### src/rtl/cdb_arbiter_pkg.sv
// Shared machine constants for the CDB arbiter and its helpers.
package cdb_arbiter_pkg;

  localparam int unsigned FUNCTION_UNIT_NUMBER     = 8;
  localparam int unsigned FUNCTION_UNIT_NUMBER_LOG = 3;
  localparam int unsigned REORDER_BUFFER_SIZE_LOG  = 4;
  localparam int unsigned CDB_DATA_WIDTH           = 32;

endpackage

### src/rtl/cdb_arbiter_rr_priority_pick.sv
// Combinational round-robin pick: first set bit of mask_i at or above start_i, wrapping.
module rr_priority_pick
  import cdb_arbiter_pkg::*;
#(
  parameter int unsigned N     = FUNCTION_UNIT_NUMBER,
  parameter int unsigned N_LOG = FUNCTION_UNIT_NUMBER_LOG
) (
  input  logic [N-1:0]     mask_i,
  input  logic [N_LOG-1:0] start_i,
  output logic             found_c,
  output logic [N_LOG-1:0] idx_c
);

  logic [N-1:0]     rot_c;
  logic [N_LOG-1:0] off_c;
  logic [N_LOG:0]   sum_c;

  // Rotate so bit start_i lands at position 0; the doubled copy supplies the wrap.
  assign rot_c = N'({mask_i, mask_i} >> start_i);

  // Lowest set bit of the rotated mask is the offset from start_i.
  always_comb begin
    found_c = 1'b0;
    off_c   = '0;
    for (int i = int'(N) - 1; i >= 0; i--) begin
      if (rot_c[i]) begin
        found_c = 1'b1;
        off_c   = N_LOG'(i);
      end
    end
  end

  // Map the offset back to an absolute index with an explicit modulo-N wrap.
  always_comb begin
    sum_c = {1'b0, start_i} + (N_LOG + 1)'(off_c);
    if (sum_c >= (N_LOG + 1)'(N)) begin
      sum_c = sum_c - (N_LOG + 1)'(N);
    end
    idx_c = sum_c[N_LOG-1:0];
  end

endmodule

### src/rtl/cdb_arbiter.sv
// Round-robin common-data-bus arbiter: one function-unit result per cycle to CDB and ROB.
module cdb_arbiter
  import cdb_arbiter_pkg::*;
#(
  parameter int unsigned FU_NUM     = FUNCTION_UNIT_NUMBER,
  parameter int unsigned FU_NUM_LOG = FUNCTION_UNIT_NUMBER_LOG,
  parameter int unsigned ROB_LOG    = REORDER_BUFFER_SIZE_LOG,
  parameter int unsigned DATA_W     = CDB_DATA_WIDTH
) (
  input  logic                     clk,
  input  logic                     reset,
  input  logic [FU_NUM-1:0]        req,
  input  logic [FU_NUM*ROB_LOG-1:0] req_pos,
  input  logic [FU_NUM*DATA_W-1:0] req_value,
  input  logic                     rob_ready,
  input  logic                     flush,
  output logic [FU_NUM-1:0]        ack,
  output logic                     cdb_valid,
  output logic [FU_NUM_LOG-1:0]    cdb_tag,
  output logic [ROB_LOG-1:0]       cdb_pos,
  output logic [DATA_W-1:0]        cdb_value
);

  logic [FU_NUM-1:0]     ack_q, ack_d;
  logic                  valid_q, valid_d;
  logic [FU_NUM_LOG-1:0] tag_q, tag_d;
  logic [ROB_LOG-1:0]    pos_q, pos_d;
  logic [DATA_W-1:0]     value_q, value_d;
  logic [FU_NUM_LOG-1:0] rr_ptr_q, rr_ptr_d;

  logic                  slot_free_c;
  logic [FU_NUM-1:0]     elig_c;
  logic [FU_NUM_LOG-1:0] start_c;
  logic                  found_c;
  logic [FU_NUM_LOG-1:0] grant_c;
  logic [ROB_LOG-1:0]    sel_pos_c;
  logic [DATA_W-1:0]     sel_value_c;

  // A unit acked this cycle still has req high; mask it so it is not granted twice.
  assign slot_free_c = !valid_q || rob_ready;
  assign elig_c      = req & ~ack_q;
  assign start_c     = (rr_ptr_q == FU_NUM_LOG'(FU_NUM - 1)) ? '0 : rr_ptr_q + FU_NUM_LOG'(1);

  rr_priority_pick #(
    .N     (FU_NUM),
    .N_LOG (FU_NUM_LOG)
  ) u_pick (
    .mask_i  (elig_c),
    .start_i (start_c),
    .found_c (found_c),
    .idx_c   (grant_c)
  );

  // Select the granted unit's ROB position and value slices.
  always_comb begin
    sel_pos_c   = '0;
    sel_value_c = '0;
    for (int unsigned i = 0; i < FU_NUM; i++) begin
      if (grant_c == FU_NUM_LOG'(i)) begin
        sel_pos_c   = req_pos[i*ROB_LOG +: ROB_LOG];
        sel_value_c = req_value[i*DATA_W +: DATA_W];
      end
    end
  end

  // Next-state: flush overrides, a stalled word holds, otherwise grant or go idle.
  always_comb begin
    ack_d    = '0;
    valid_d  = valid_q;
    tag_d    = tag_q;
    pos_d    = pos_q;
    value_d  = value_q;
    rr_ptr_d = rr_ptr_q;
    if (flush) begin
      valid_d = 1'b0;
    end else if (slot_free_c) begin
      if (found_c) begin
        valid_d  = 1'b1;
        tag_d    = grant_c;
        pos_d    = sel_pos_c;
        value_d  = sel_value_c;
        ack_d    = FU_NUM'(1) << grant_c;
        rr_ptr_d = grant_c;
      end else begin
        valid_d = 1'b0;
      end
    end
  end

  // State registers; the pointer resets to the last unit so unit 0 wins first.
  always_ff @(posedge clk or negedge reset) begin
    if (!reset) begin
      ack_q    <= '0;
      valid_q  <= 1'b0;
      tag_q    <= '0;
      pos_q    <= '0;
      value_q  <= '0;
      rr_ptr_q <= FU_NUM_LOG'(FU_NUM - 1);
    end else begin
      ack_q    <= ack_d;
      valid_q  <= valid_d;
      tag_q    <= tag_d;
      pos_q    <= pos_d;
      value_q  <= value_d;
      rr_ptr_q <= rr_ptr_d;
    end
  end

  assign ack       = ack_q;
  assign cdb_valid = valid_q;
  assign cdb_tag   = tag_q;
  assign cdb_pos   = pos_q;
  assign cdb_value = value_q;

endmodule

### config.mk
export PLATFORM = sky130hd
export DESIGN_NAME = cdb_arbiter
export DESIGN_NICKNAME = d
export VERILOG_FILES = /design/src/rtl/cdb_arbiter_pkg.sv /design/src/rtl/cdb_arbiter_rr_priority_pick.sv /design/src/rtl/cdb_arbiter.sv
export SDC_FILE = /design/constraint.sdc
export NUM_CORES = 1
export LEC_CHECK = 0
export CAP_MARGIN = 40
export CORE_AREA = 2 2 135 137
export CTS_BUF_LIST = sky130_fd_sc_hd__clkbuf_4 sky130_fd_sc_hd__clkbuf_8 sky130_fd_sc_hd__clkbuf_16
export DETAILED_ROUTE_END_ITERATION = 10
export DIE_AREA = 0 0 137 139
export PLACE_DENSITY = 0.73
export SLEW_MARGIN = 20
export SYNTH_ARGS = -nofsm -noshare
export SYNTH_HDL_FRONTEND = slang
export SYNTH_SLANG_ARGS = --single-unit
### constraint.sdc
create_clock -name clk -period 5 [get_ports clk]
set_input_delay 1.5 -clock clk [delete_from_list [all_inputs] [get_ports clk]]
set_output_delay 1.5 -clock clk [all_outputs]
set_load 0.02 [all_outputs]
==> flow_summary_export.csv, run 1 <==
group,metric,value,unit
logic_synthesis,synth_simple_gate_area_share,15.07,%
logic_synthesis,synth_compound_area_share,12.73,%
worst_setup_path,criticalPathCategory,"primary input to flop",
logic_synthesis,syn_inst,473,
floorplanning,dieArea,19040,sq um
min_path,hold_start,"rr_ptr_q[1]",
worst_setup_path,start_kind,"primary input",
timing,period_needed,4799,ps
worst_setup_path,crit_fanout,8,
timing,max_slew.worst_pin.slew,615.2,ps
clock_network,clk_pin_slew_worst_paths,70,ps
worst_setup_path,reg2reg_from,"rr_ptr_q[0]",
clock_network,root_buffer,"clkbuf_16",
worst_setup_path,worst_r2r_endpoint,"cdb_value[31]",
min_path,whs_endpoint,"rr_ptr_q[1]",
route,drcViolationCount,0,
logic_synthesis,synth_area_leader_cell,"dfrtp_1",
global_routing,grt_start_max_net_pins,49,
logic_synthesis,synth_fa_ha_area_share,1.208,%
global_routing,overflow,0,
clock_network,tritoncts,"built",
placed_design,portBuffers,347,
placed_design,globalplace.congestion,0.8906,
timing,fin_crit_sh,95.99,%
timing,setup_viol,0,
floorplanning,core.rowCount,49,
min_path,hp-class,"flop to flop",
worst_setup_path,crit_arrival,4950,ps
logic_synthesis,mappedNetlistArea,4766,sq um
logic_synthesis,synth.area.mux_share,38.36,%
global_routing,grt_pass1_vias,5758,
cells_and_area,fin_nets,1148,
route,dr.pass1.iters,4,
logic_synthesis,synth_area_leaders,"dfrtp_1 25%, mux4_2 22%, mux2i_1 13%, nand2_1 6.3%, mux2_2 4.0%",
placed_design,place_ws,-545.8,ps
route,post_drt_via_cell_ratio,5.107,
logic_synthesis,syn_area_per_cell,10.08,sq um
clock_network,htree_levels,2,
logic_synthesis,seq_area_frac_synth,26.86,%
worst_setup_path,reg2reg_setup_slack,500,ps
run_status,status,"finished, final reports clean",
cells_and_area,drive_gt1_share,18.34,%
cells_and_area,syn2layout_area_growth,92.52,%
floorplanning,fp.coreArea,17660,sq um
floorplanning,initial_core_util,26.99,%
worst_setup_path,crit_chain,"dlygate4sd2_1 > nand2b_1 > mux4_2 > mux2_4 > a21oi_2 > o21ai_1 > a21oi_1 > nor2_1 > ha_4 > fa_4 > buf_12 > buf_12 > mux4_2 > mux2i_4 > o221ai_1",
global_routing,grt_pass1_wl,31.62,mm
min_path,whs_path_depth,2,
floorplanning,ios,348,
worst_setup_path,crit_required,5150,ps
placed_design,dp_hpwl,16.80,mm
timing,layout_setup_ws,200.5,ps
route,postRouteAntennaNets,0,
worst_setup_path,r2r_cells,16,
clock_network,clk_path_buf_depth,2,
logic_synthesis,yosys.area_share.xor_xnor,1.339,%
route,routedWlPerCell,19.72,um
logic_synthesis,ys_warn_count,0,
timing,slew_viol_final,0,
placed_design,dp_cells,1055,
run,cap_violations,0,
clock_network,cts_sinks,51,
logic_synthesis,synth_nets,777,
timing,holdWs,467.5,ps
timing,slew_headroom,58.99,%
logic_synthesis,synth_top_area_share,25.20,%
timing,fmax,0.2084,GHz
global_routing,antenna_found_initial,0,
floorplanning,die_h,139,um
worst_setup_path,crit_path_top_delay_cell,"fa_4",
timing,hold_violations,0,
logic_synthesis,synth_top_family_by_area,"multiplexers",
cells_and_area,antenna_cells,0,
worst_setup_path,path_delay_family,"multiplexers",
timing,rsz0062_at_grt,"no",
global_routing,grt_use_total,21.79,%
logic_synthesis,ys_ff_latch,51,
clock_network,clk_latency,300,ps
worst_setup_path,path_buf_inv,3,
clock_network,cts_buffers,5,
route,drt_wl_total,21.18,mm
timing,skew,12.15,ps
floorplanning,die_w,137,um
worst_setup_path,end_kind,"flop",
cells_and_area,instances_no_fill,1074,
worst_setup_path,slowest_delay,840,ps
logic_synthesis,yosysUniqueCellTypes,37,
route,vias,5485,
route,dr.first_iter.drc_count,259,
[layout make-up]
| cell class | instances | area, sq um |
|---|---|---|
| fillers | 1649 | 8482 |
| flip-flops and latches | 51 | 1280 |
| clock buffers | 5 | 125.1 |
| inverters | 1 | 3.754 |
| well taps | 229 | 286.5 |
| clock inverters | 3 | 27.53 |
| multi-input cells | 379 | 3361 |
| repair buffers | 406 | 4091 |
[flip-flops by register name, indices dropped and copies added (netlist names)]
| register | count |
|---|---|
| cdb_valid | 1 |
| cdb_tag | 3 |
| cdb_pos | 4 |
| ack | 8 |
| rr_ptr_q | 3 |
| cdb_value | 32 |
[layer usage]
layer  vias up  wire length, um  GRT usage, %
met5         -                0             0
met4         0              631         7.596
met3        48             1436         4.934
met2       255            11160         39.43
met1      2653             7947         24.78
li1       2529                -             -
[what timing repair did]
| item | 4_1_cts | 5_1_grt |
|---|---|---|
| hold endpoints to repair | 0 | 0 |
| buffers inserted | 10 | 0 |
| endpoints found under the setup margin | 36 | 0 |
| resized for setup | 25 | 0 |
| hold buffers | 0 | 0 |
[cell usage in the layout, fill, tap and decap left out, types with 16 or more instances in the layout]
| master | synthesis | routed |
|---|---|---|
| a21oi_1 | 23 | 22 |
| a31oi_1 | 17 | 16 |
| and2_1 | 21 | 21 |
| buf_4 | 1 | 43 |
| clkdlybuf4s50_1 | 0 | 338 |
| dfrtp_1 | 48 | 48 |
| mux2_2 | 17 | 16 |
| mux2i_1 | 60 | 56 |
| mux4_2 | 46 | 46 |
| nand2_1 | 80 | 80 |
| nor2_1 | 29 | 28 |
| o221ai_1 | 20 | 20 |
[stage by stage]
stage,setup TNS [ps],area (sq um),util (%)
after floorplan,0,4776,-
after global placement,-13410,8859,50.17
after detailed placement,-15370,8859,50.17
after CTS,0,9175,51.96
after global routing,0,9175,51.96
final,0,9175,51.96
[how the worst max path moves through the flow]
stage / from / to / slack, ps / cells after the start
2_1_floorplan: req[5] / cdb_value[10] / 80 / 15
3_3_place_gp: req[5] / cdb_value[31] / -510 / 15
3_5_place_dp: req[4] / cdb_value[31] / -550 / 15
4_1_cts: req[1] / cdb_value[31] / 220 / 15
5_1_grt: req[1] / cdb_pos[2] / 20 / 15
6_report: req[1] / cdb_value[31] / 200 / 15
[worst min-delay path, delay by kind of cell (launching register included)]
kind	cells	cell delay, ps
flops	1	370
simple gates	2	100
[cells in the mapped netlist]
library cell	number
a21oi_1	23
a31oi_1	17
and2_1	21
and3_1	1
and4bb_1	1
buf_1	5
buf_2	7
buf_4	1
buf_6	5
clkbuf_1	24
clkinv_1	1
dfrtp_1	48
dfstp_2	3
fa_1	1
ha_1	3
mux2_2	17
mux2i_1	60
mux4_2	46
nand2_1	80
nand2b_1	11
nor2_1	29
nor2_4	1
nor2b_1	5
nor2b_4	1
nor3_1	3
nor4_2	1
o2111ai_2	1
o211ai_2	1
o21ai_0	15
o21ai_1	2
o221ai_1	20
o22ai_1	14
o311a_1	1
or2_2	1
xnor2_4	1
xor2_1	1
xor2_4	1
[logic make-up after synthesis]
| family | after synthesis |
|---|---|
| AND/OR/NAND/NOR | 155 |
| multiplexers | 123 |
| AO/OA/AOI/OAI | 94 |
| flip-flops | 51 |
| buffers and inverters | 43 |
| adder cells (fa/ha/maj) | 4 |
| XOR/XNOR | 3 |
Power of run 1 is not shown: default switching activity piles up to over one toggle a cycle in this logic, so the estimate is an artifact.
==> run 2, diff against run 1 <==
--- a/config.mk
+++ b/config.mk
@@ -8,6 +8,7 @@
 export CAP_MARGIN = 40
 export CORE_AREA = 2 2 135 137
 export CTS_BUF_LIST = sky130_fd_sc_hd__clkbuf_4 sky130_fd_sc_hd__clkbuf_8 sky130_fd_sc_hd__clkbuf_16
+export CTS_CLUSTER_SIZE = 10
 export DETAILED_ROUTE_END_ITERATION = 10
 export DIE_AREA = 0 0 137 139
 export PLACE_DENSITY = 0.73
==> results of run 2 <==
The final DEF is identical to that of run 1; final timing and power are the same.
Power of run 2 is left out for the same reason.
